**src/rtl/fft_load_addr_gen_if.sv**
```systemverilog
// Address-pair stream between the FFT load address generator and the RAM ports.
// The master drives valid and the pair. The slave drives ready.
interface fft_load_addr_gen_if #(
   parameter int ADDR_WIDTH = 12
);
   logic                  addr_valid;
   logic                  addr_ready;
   logic [ADDR_WIDTH-1:0] src_addr;
   logic [ADDR_WIDTH-1:0] dst_addr;

   modport master (
      output addr_valid,
      output src_addr,
      output dst_addr,
      input  addr_ready
   );

   modport slave (
      input  addr_valid,
      input  src_addr,
      input  dst_addr,
      output addr_ready
   );
endinterface

```
**src/rtl/fft_load_addr_gen.sv**
```systemverilog
// FFT input-load address generator: per frame emits 2^N (src, dst) pairs,
// dst bit-reversed over N bits or natural, plus a fixed offset, with valid/ready.
module fft_load_addr_gen #(
   parameter int ADDR_WIDTH = 12,
   parameter int STAGE_W    = 4,
   parameter int DST_OFFSET = 1
) (
   input  logic               clk,
   input  logic               rst_n,
   input  logic               start,
   input  logic               abort,
   input  logic [STAGE_W-1:0] stage_number,
   input  logic               bitrev_en,
   output logic               busy,
   output logic               done,
   fft_load_addr_gen_if.master bus
);

   typedef enum logic [1:0] {
      S_IDLE,
      S_RUN,
      S_DONE
   } state_t;

   localparam logic [STAGE_W-1:0]    AW_N   = STAGE_W'(ADDR_WIDTH);
   localparam logic [ADDR_WIDTH-1:0] OFFSET = ADDR_WIDTH'(DST_OFFSET);

   state_t                r_state;
   logic [ADDR_WIDTH-1:0] r_cnt;
   logic [ADDR_WIDTH-1:0] r_dst;
   logic                  r_valid;
   logic                  r_busy;
   logic                  r_done;
   logic [STAGE_W-1:0]    r_n;
   logic                  r_bitrev;

   state_t                w_state_nxt;
   logic [ADDR_WIDTH-1:0] w_cnt_nxt;
   logic [ADDR_WIDTH-1:0] w_dst_nxt;
   logic                  w_valid_nxt;
   logic                  w_busy_nxt;
   logic                  w_done_nxt;
   logic [STAGE_W-1:0]    w_n_nxt;
   logic                  w_bitrev_nxt;
   logic [STAGE_W-1:0]    w_n_start;
   logic [ADDR_WIDTH-1:0] w_cnt_inc;
   logic [ADDR_WIDTH-1:0] w_last;
   logic                  w_xfer;

   // N = 0 is promoted to a 2-point frame; anything beyond the address space is capped.
   function automatic logic [STAGE_W-1:0] clamp_n(input logic [STAGE_W-1:0] sn);
      logic [STAGE_W-1:0] n;
      if (sn == '0)
         n = STAGE_W'(1);
      else if (sn > AW_N)
         n = AW_N;
      else
         n = sn;
      return n;
   endfunction

   // Full-width reversal followed by a right shift equals reversal over the low
   // N bits, because the index never has bits set at or above N.
   function automatic logic [ADDR_WIDTH-1:0] map_dst(
      input logic [ADDR_WIDTH-1:0] idx,
      input logic [STAGE_W-1:0]    n,
      input logic                  brev
   );
      logic [ADDR_WIDTH-1:0] rev;
      for (int k = 0; k < ADDR_WIDTH; k++)
         rev[k] = idx[ADDR_WIDTH-1-k];
      rev = rev >> (AW_N - n);
      return (brev ? rev : idx) + OFFSET;
   endfunction

   assign w_n_start = clamp_n(stage_number);
   assign w_cnt_inc = r_cnt + ADDR_WIDTH'(1);
   assign w_last    = {ADDR_WIDTH{1'b1}} >> (AW_N - r_n);
   assign w_xfer    = r_valid & bus.addr_ready;

   always_comb begin
      // NOTE: every signal gets a default before the case so no path leaves it
      // unassigned; a missing default here would infer a latch.
      w_state_nxt  = r_state;
      w_cnt_nxt    = r_cnt;
      w_dst_nxt    = r_dst;
      w_valid_nxt  = r_valid;
      w_done_nxt   = 1'b0;
      w_n_nxt      = r_n;
      w_bitrev_nxt = r_bitrev;

      case (r_state)
         S_IDLE: begin
            if (start && !abort) begin
               w_n_nxt      = w_n_start;
               w_bitrev_nxt = bitrev_en;
               w_cnt_nxt    = '0;
               w_dst_nxt    = map_dst('0, w_n_start, bitrev_en);
               w_valid_nxt  = 1'b1;
               w_state_nxt  = S_RUN;
            end
         end

         S_RUN: begin
            // Abort wins over a transfer that would otherwise happen this edge.
            if (abort) begin
               w_valid_nxt = 1'b0;
               w_state_nxt = S_IDLE;
            end else if (w_xfer) begin
               if (r_cnt == w_last) begin
                  w_valid_nxt = 1'b0;
                  w_done_nxt  = 1'b1;
                  w_state_nxt = S_DONE;
               end else begin
                  w_cnt_nxt = w_cnt_inc;
                  w_dst_nxt = map_dst(w_cnt_inc, r_n, r_bitrev);
               end
            end
         end

         S_DONE: begin
            w_state_nxt = S_IDLE;
         end

         default: begin
            w_valid_nxt = 1'b0;
            w_state_nxt = S_IDLE;
         end
      endcase

      w_busy_nxt = (w_state_nxt != S_IDLE);
   end

   // NOTE: state registers use non-blocking assignments so every flop samples
   // pre-edge values regardless of statement order.
   always_ff @(posedge clk or negedge rst_n) begin
      if (!rst_n) begin
         r_state  <= S_IDLE;
         r_cnt    <= '0;
         r_dst    <= '0;
         r_valid  <= 1'b0;
         r_busy   <= 1'b0;
         r_done   <= 1'b0;
         r_n      <= '0;
         r_bitrev <= 1'b0;
      end else begin
         r_state  <= w_state_nxt;
         r_cnt    <= w_cnt_nxt;
         r_dst    <= w_dst_nxt;
         r_valid  <= w_valid_nxt;
         r_busy   <= w_busy_nxt;
         r_done   <= w_done_nxt;
         r_n      <= w_n_nxt;
         r_bitrev <= w_bitrev_nxt;
      end
   end

   assign bus.addr_valid = r_valid;
   assign bus.src_addr   = r_cnt;
   assign bus.dst_addr   = r_dst;
   assign busy           = r_busy;
   assign done           = r_done;

endmodule
```
**src/flat_wrapper.sv**
```systemverilog
// flat-port wrapper written by rule: the top's interface ports become plain ports
module fft_load_addr_gen_flat 
#(
   parameter int ADDR_WIDTH = 12,
   parameter int STAGE_W    = 4,
   parameter int DST_OFFSET = 1
)
  (clk, rst_n, start, abort, stage_number, bitrev_en, busy, done, bus_addr_valid, bus_src_addr, bus_dst_addr, bus_addr_ready);
  fft_load_addr_gen_if #(.ADDR_WIDTH(ADDR_WIDTH)) bus_i ();
  input  logic clk;
  input  logic rst_n;
  input  logic start;
  input  logic abort;
  input  logic [STAGE_W-1:0] stage_number;
  input  logic bitrev_en;
  output logic busy;
  output logic done;
  output wire logic [$bits(bus_i.addr_valid)-1:0] bus_addr_valid;
  output wire logic [$bits(bus_i.src_addr)-1:0] bus_src_addr;
  output wire logic [$bits(bus_i.dst_addr)-1:0] bus_dst_addr;
  input wire logic [$bits(bus_i.addr_ready)-1:0] bus_addr_ready;
  assign bus_addr_valid = bus_i.addr_valid;
  assign bus_src_addr = bus_i.src_addr;
  assign bus_dst_addr = bus_i.dst_addr;
  assign bus_i.addr_ready = bus_addr_ready;
  fft_load_addr_gen #(.ADDR_WIDTH(ADDR_WIDTH), .STAGE_W(STAGE_W), .DST_OFFSET(DST_OFFSET)) u_core (.clk(clk), .rst_n(rst_n), .start(start), .abort(abort), .stage_number(stage_number), .bitrev_en(bitrev_en), .busy(busy), .done(done), .bus(bus_i));
endmodule
```
**config.mk**
```make
export PLATFORM = sky130hd
export DESIGN_NAME = fft_load_addr_gen_flat
export DESIGN_NICKNAME = d
export VERILOG_FILES = /design/src/rtl/fft_load_addr_gen_if.sv /design/src/rtl/fft_load_addr_gen.sv /design/src/flat_wrapper.sv
export SDC_FILE = /design/constraint.sdc
export NUM_CORES = 1
export LEC_CHECK = 0
export BUFFER_PORTS_ARGS = -buffer_cell sky130_fd_sc_hd__buf_2
export CAP_MARGIN = 30
export CORE_UTILIZATION = 39
export DETAILED_ROUTE_END_ITERATION = 10
export PLACE_DENSITY_LB_ADDON = 0.1
export SYNTH_ARGS = -nofsm -noshare
export SYNTH_HDL_FRONTEND = slang
export SYNTH_SLANG_ARGS = --single-unit
```
**constraint.sdc**
```tcl
create_clock -name clk -period 10.3 [get_ports clk]
set_clock_uncertainty 0.15 [all_clocks]
set_input_delay 2.06 -clock clk [delete_from_list [all_inputs] [get_ports clk]]
set_output_delay 2.06 -clock clk [all_outputs]
set_load 0.01 [all_outputs]
```
==> flow_summary_export.csv <==
group,metric,value,unit
run_status,outcome,"finished clean",
clock_network,cts_hold_buf,0,
synthesis,postSynthCellCount,401,
synthesis,fraction_of_the_mapped_netlist_area_in_adder_cells,2.02,%
floorplanning,die_w,91.0,um
clock_network,postCtsResizedCells,0,
synthesis,post-synth-top-area-cell,"dfrtp_1",
synthesis,synth.top_cells.by_area,"dfrtp_1 28%, o21ai_0 7.1%, nand2_1 5.9%",
sta,finalCriticalPeriod,4850,ps
sta,rsz0062_at_grt,"no",
sta,final_min_period_over_clock_period,47.1,%
setup_path,cp_common_cell,"xor2_1",
setup_path,number_of_buffer_and_inverter_stages_on_the_critical_path,1,
synthesis,postSynthAreaPerCell,7.71,um2
setup_path,timing.critical_path.to,"u_core.bus.dst_addr[1]",
final_layout,syn_to_final_growth,8.30,%
setup_path,end_kind,"flop",
synthesis,fraction_of_synthesized_area_in_multiplexers,2.51,%
setup_path,setup.worst_path.start_class,"flop",
routing,totalWireLength,9520,um
synthesis,async_flop_share,100,%
clock_network,root_buffer,"clkbuf_8",
setup_path,worstReg2RegStart,"u_core.r_n[0]",
synthesis,dominant_combinational_cell_family_by_area_after_synthesis,"compound AO/OA/AOI/OAI gates",
clock_network,numCtsBuffers,5,
setup_path,critical_path_peak_fanout,34,
placed_design,globalplace.congestion,0.911,
final_layout,multi_input_comb_area,2050,um2
synthesis,yosys.area.top_type_share,27.5,%
floorplanning,core.rowCount,32,
sta,clock.fmax,0.206,GHz
clock_network,cts_max_level,2,
setup_path,crit_cells,10,
sta,setup_total_negative_slack,0,ps
job,maxCapViolations,0,
placed_design,place.detailed.hpwl,6790,um
setup_path,worst-setup-path-type,"flop to flop",
final_layout,fillerInstances,838,
sta,fin_max_slew_vios,0,
sta,finalHoldViolations,0,
synthesis,syn_area,3090,um2
synthesis,synth_flop_cell,"dfrtp_1",
floorplanning,pin_count,37,
setup_path,reg2reg_depth,10,
final_layout,antenna_cell_count,0,
synthesis,synthesis.yosys.warnings,0,
routing,drcViolationCount,0,
power_and_ir_drop,p_leak,0.00136,uW
setup_path,crit_start,"u_core.r_n[0]",
power_and_ir_drop,ir_drop_worst_case_vdd,74.6,uV
clock_network,cts_tree,"done",
synthesis,synth_seq_cells,34,
routing,detail-route-antenna-nets,0,
final_layout,layout.cells.non_filler,515,
clock_network,insertion_delay,300,ps
global_route,first_global_vias,2963,
floorplanning,initial_util,40.2,%
clock_network,clkTransAtPathRegs,80,ps
floorplanning,design.core.area,7690,um2
final_layout,drive_above_1_share,15.0,%
floorplanning,die_area,8290,um2
global_route,global_route.overflow_total,0,
global_route,grt_start_max_net_pins,35,
global_route,grt_antenna_before_repair,0,
setup_path,crit_slowest_cell,"or4b_2",
synthesis,count_of_different_cell_masters_after_synthesis,69,
final_layout,final_nets,427,
power_and_ir_drop,post-layout-total-power,501,uW
global_route,grt_usage,23.7,%
setup_path,arrival,4890,ps
placed_design,io_buffer_count,36,
setup_path,critPathMaxStageDelay,760,ps
placed_design,place.detailed.instances,507,
sta,timing_worst_slew_pin_value,897,ps
sta,final-setup-viol-count,0,
floorplanning,die_height,91.0,um
clock_network,clkSinkCount,34,
setup_path,worstPathRequired,10340,ps
synthesis,share_of_the_synthesized_area_in_compound_gates_ao_oa_aoi_oai,28.7,%
synthesis,ys_seq_area_share,27.5,%
min_path,timing.hold.worst.class,"flop to flop",
routing,viasPerCell,6.19,
sta,slew_headroom,40.2,%
synthesis,synth-simple-area-share,27.2,%
synthesis,yosys-top-cells-count,"49 x nand2_1, 44 x o21ai_0, 34 x dfrtp_1, 25 x nor2_1, 23 x a21oi_1",
setup_path,critPathTopFamily,"compound AO/OA/AOI/OAI gates",
min_path,worst_hold_path.num_cells,2,
synthesis,synth_enable_flop_cells,0,
routing,drt-initial-drc-count,201,
final_layout,ff_latch_area,851,um2
synthesis,yosysMostFrequentCell,"nand2_1",
power_and_ir_drop,power.density,150,nW/um2
setup_path,path_cells,"clkinv_1 -> ha_1 -> xor2_1 -> nor2_1 -> xor2_1 -> a2111oi_0 -> a41oi_1 -> or4b_2 -> a21oi_4 -> mux2_2",
synthesis,syn-num-nets,416,
routing,routed_wl_per_cell,18.5,um
clock_network,post-cts-setup-buffers,0,
routing,dr_total_vias,3186,
setup_path,worst-r2r-setup-slack,5450,ps
setup_path,terminus_of_the_critical_flop_to_flop_path,"u_core.bus.dst_addr[1]",
global_route,grt_pass1_wl,15600,um
routing,firstDrtPassIters,5,
synthesis,synth_xor_area_share,5.63,%
clock_network,cts_max_path_buffers,2,
==> flip-flops by register name (all words and copies together) (netlist names) <==
register               count
u_core.r_state             2
u_core.bus.src_addr       12
u_core.r_n                 4
u_core.r_bitrev            1
u_core.busy                1
u_core.bus.addr_valid      1
u_core.bus.dst_addr       12
u_core.done                1
==> worst min path at each step <==
stage / from / endpoint / slack, ps
after CTS: u_core.bus.dst_addr[7] / u_core.bus.dst_addr[7] / 330
final: u_core.bus.dst_addr[7] / u_core.bus.dst_addr[7] / 330
after detailed placement: u_core.bus.dst_addr[8] / u_core.bus.dst_addr[8] / 320
after global placement: u_core.bus.dst_addr[2] / u_core.bus.dst_addr[2] / 310
after floorplan: u_core.r_state[0] / u_core.bus.addr_valid / 320
after global routing: u_core.bus.dst_addr[9] / u_core.bus.dst_addr[9] / 360
==> per-layer routing <==
layer | up-vias | GRT usage [%] | part of all wire, %
li1 | 1539 | - | -
met1 | 1502 | 33.7 | 47
met2 | 120 | 36.2 | 45
met3 | 25 | 3.43 | 5.1
met4 | 0 | 8.73 | 2.6
met5 | - | 0 | 0
==> power breakdown <==
part	total (uW)	switching (uW)	internal [uW]	leakage, uW
sequential	169	21.7	147	0.000454
combinational	226	146	79.3	0.000858
clock	106	52.5	53.7	0.0000472
==> metrics by stage <==
step	worst slack (ps)	hold slack [ps]	instance area [um2]	util, %
after floorplan	6640	318	3090	-
after global placement	5500	312	3250	42.2
after detailed placement	5430	316	3250	42.3
after CTS	5430	333	3350	43.6
after global routing	5050	363	3350	43.6
final	5450	327	3350	43.6
==> worst register-to-register path, stage by stage, from the launching register on <==
cell and delay [ps]:
dfrtp_1 360, clkinv_1 440, ha_1 540, xor2_1 640, nor2_1 150, xor2_1 180, a2111oi_0 400, a41oi_1 80
or4b_2 760, a21oi_4 650, mux2_2 420
==> final cells by class <==
class,count,area share [%]
Clock buffer,6,2.47
Clock inverter,2,0.374
Inverter,9,1.01
Multi-Input combinational cell,324,61.1
Sequential cell,34,25.4
Tap cell,102,3.81
Timing Repair Buffer,38,5.83
==> layout by cell type (no fill, tap or decap), drive strengths merged, types with 3 or more instances in the layout <==
| cell type | instances |
|---|---|
| or3 | 8 |
| a31oi | 8 |
| o211ai | 3 |
| nand3 | 13 |
| dfrtp | 34 |
| or4 | 3 |
| ha | 5 |
| o21ai | 45 |
| buf | 38 |
| inv | 8 |
| nor3 | 13 |
| a41oi | 3 |
| nor2b | 6 |
| mux2 | 4 |
| xor2 | 10 |
| nor2 | 25 |
| nor4 | 8 |
| and4 | 5 |
| o22ai | 4 |
| nand2 | 50 |
| o211a | 3 |
| nand4 | 7 |
| a21oi | 24 |
| a211oi | 5 |
| and3 | 6 |
| nand2b | 5 |
| clkbuf | 6 |
| o31ai | 10 |
| xnor2 | 9 |
| nand4b | 3 |
==> cells by family (layout without fill, tap and decap cells) <==
logic type	count (synthesis)	after routing
simple gates	161	161
compound gates	133	133
buf+inv	43	55
flops	34	34
xor+xnor	19	19
mux	6	6
fa+ha+maj	5	5
Note: power is estimated with default switching activity, not from simulation.
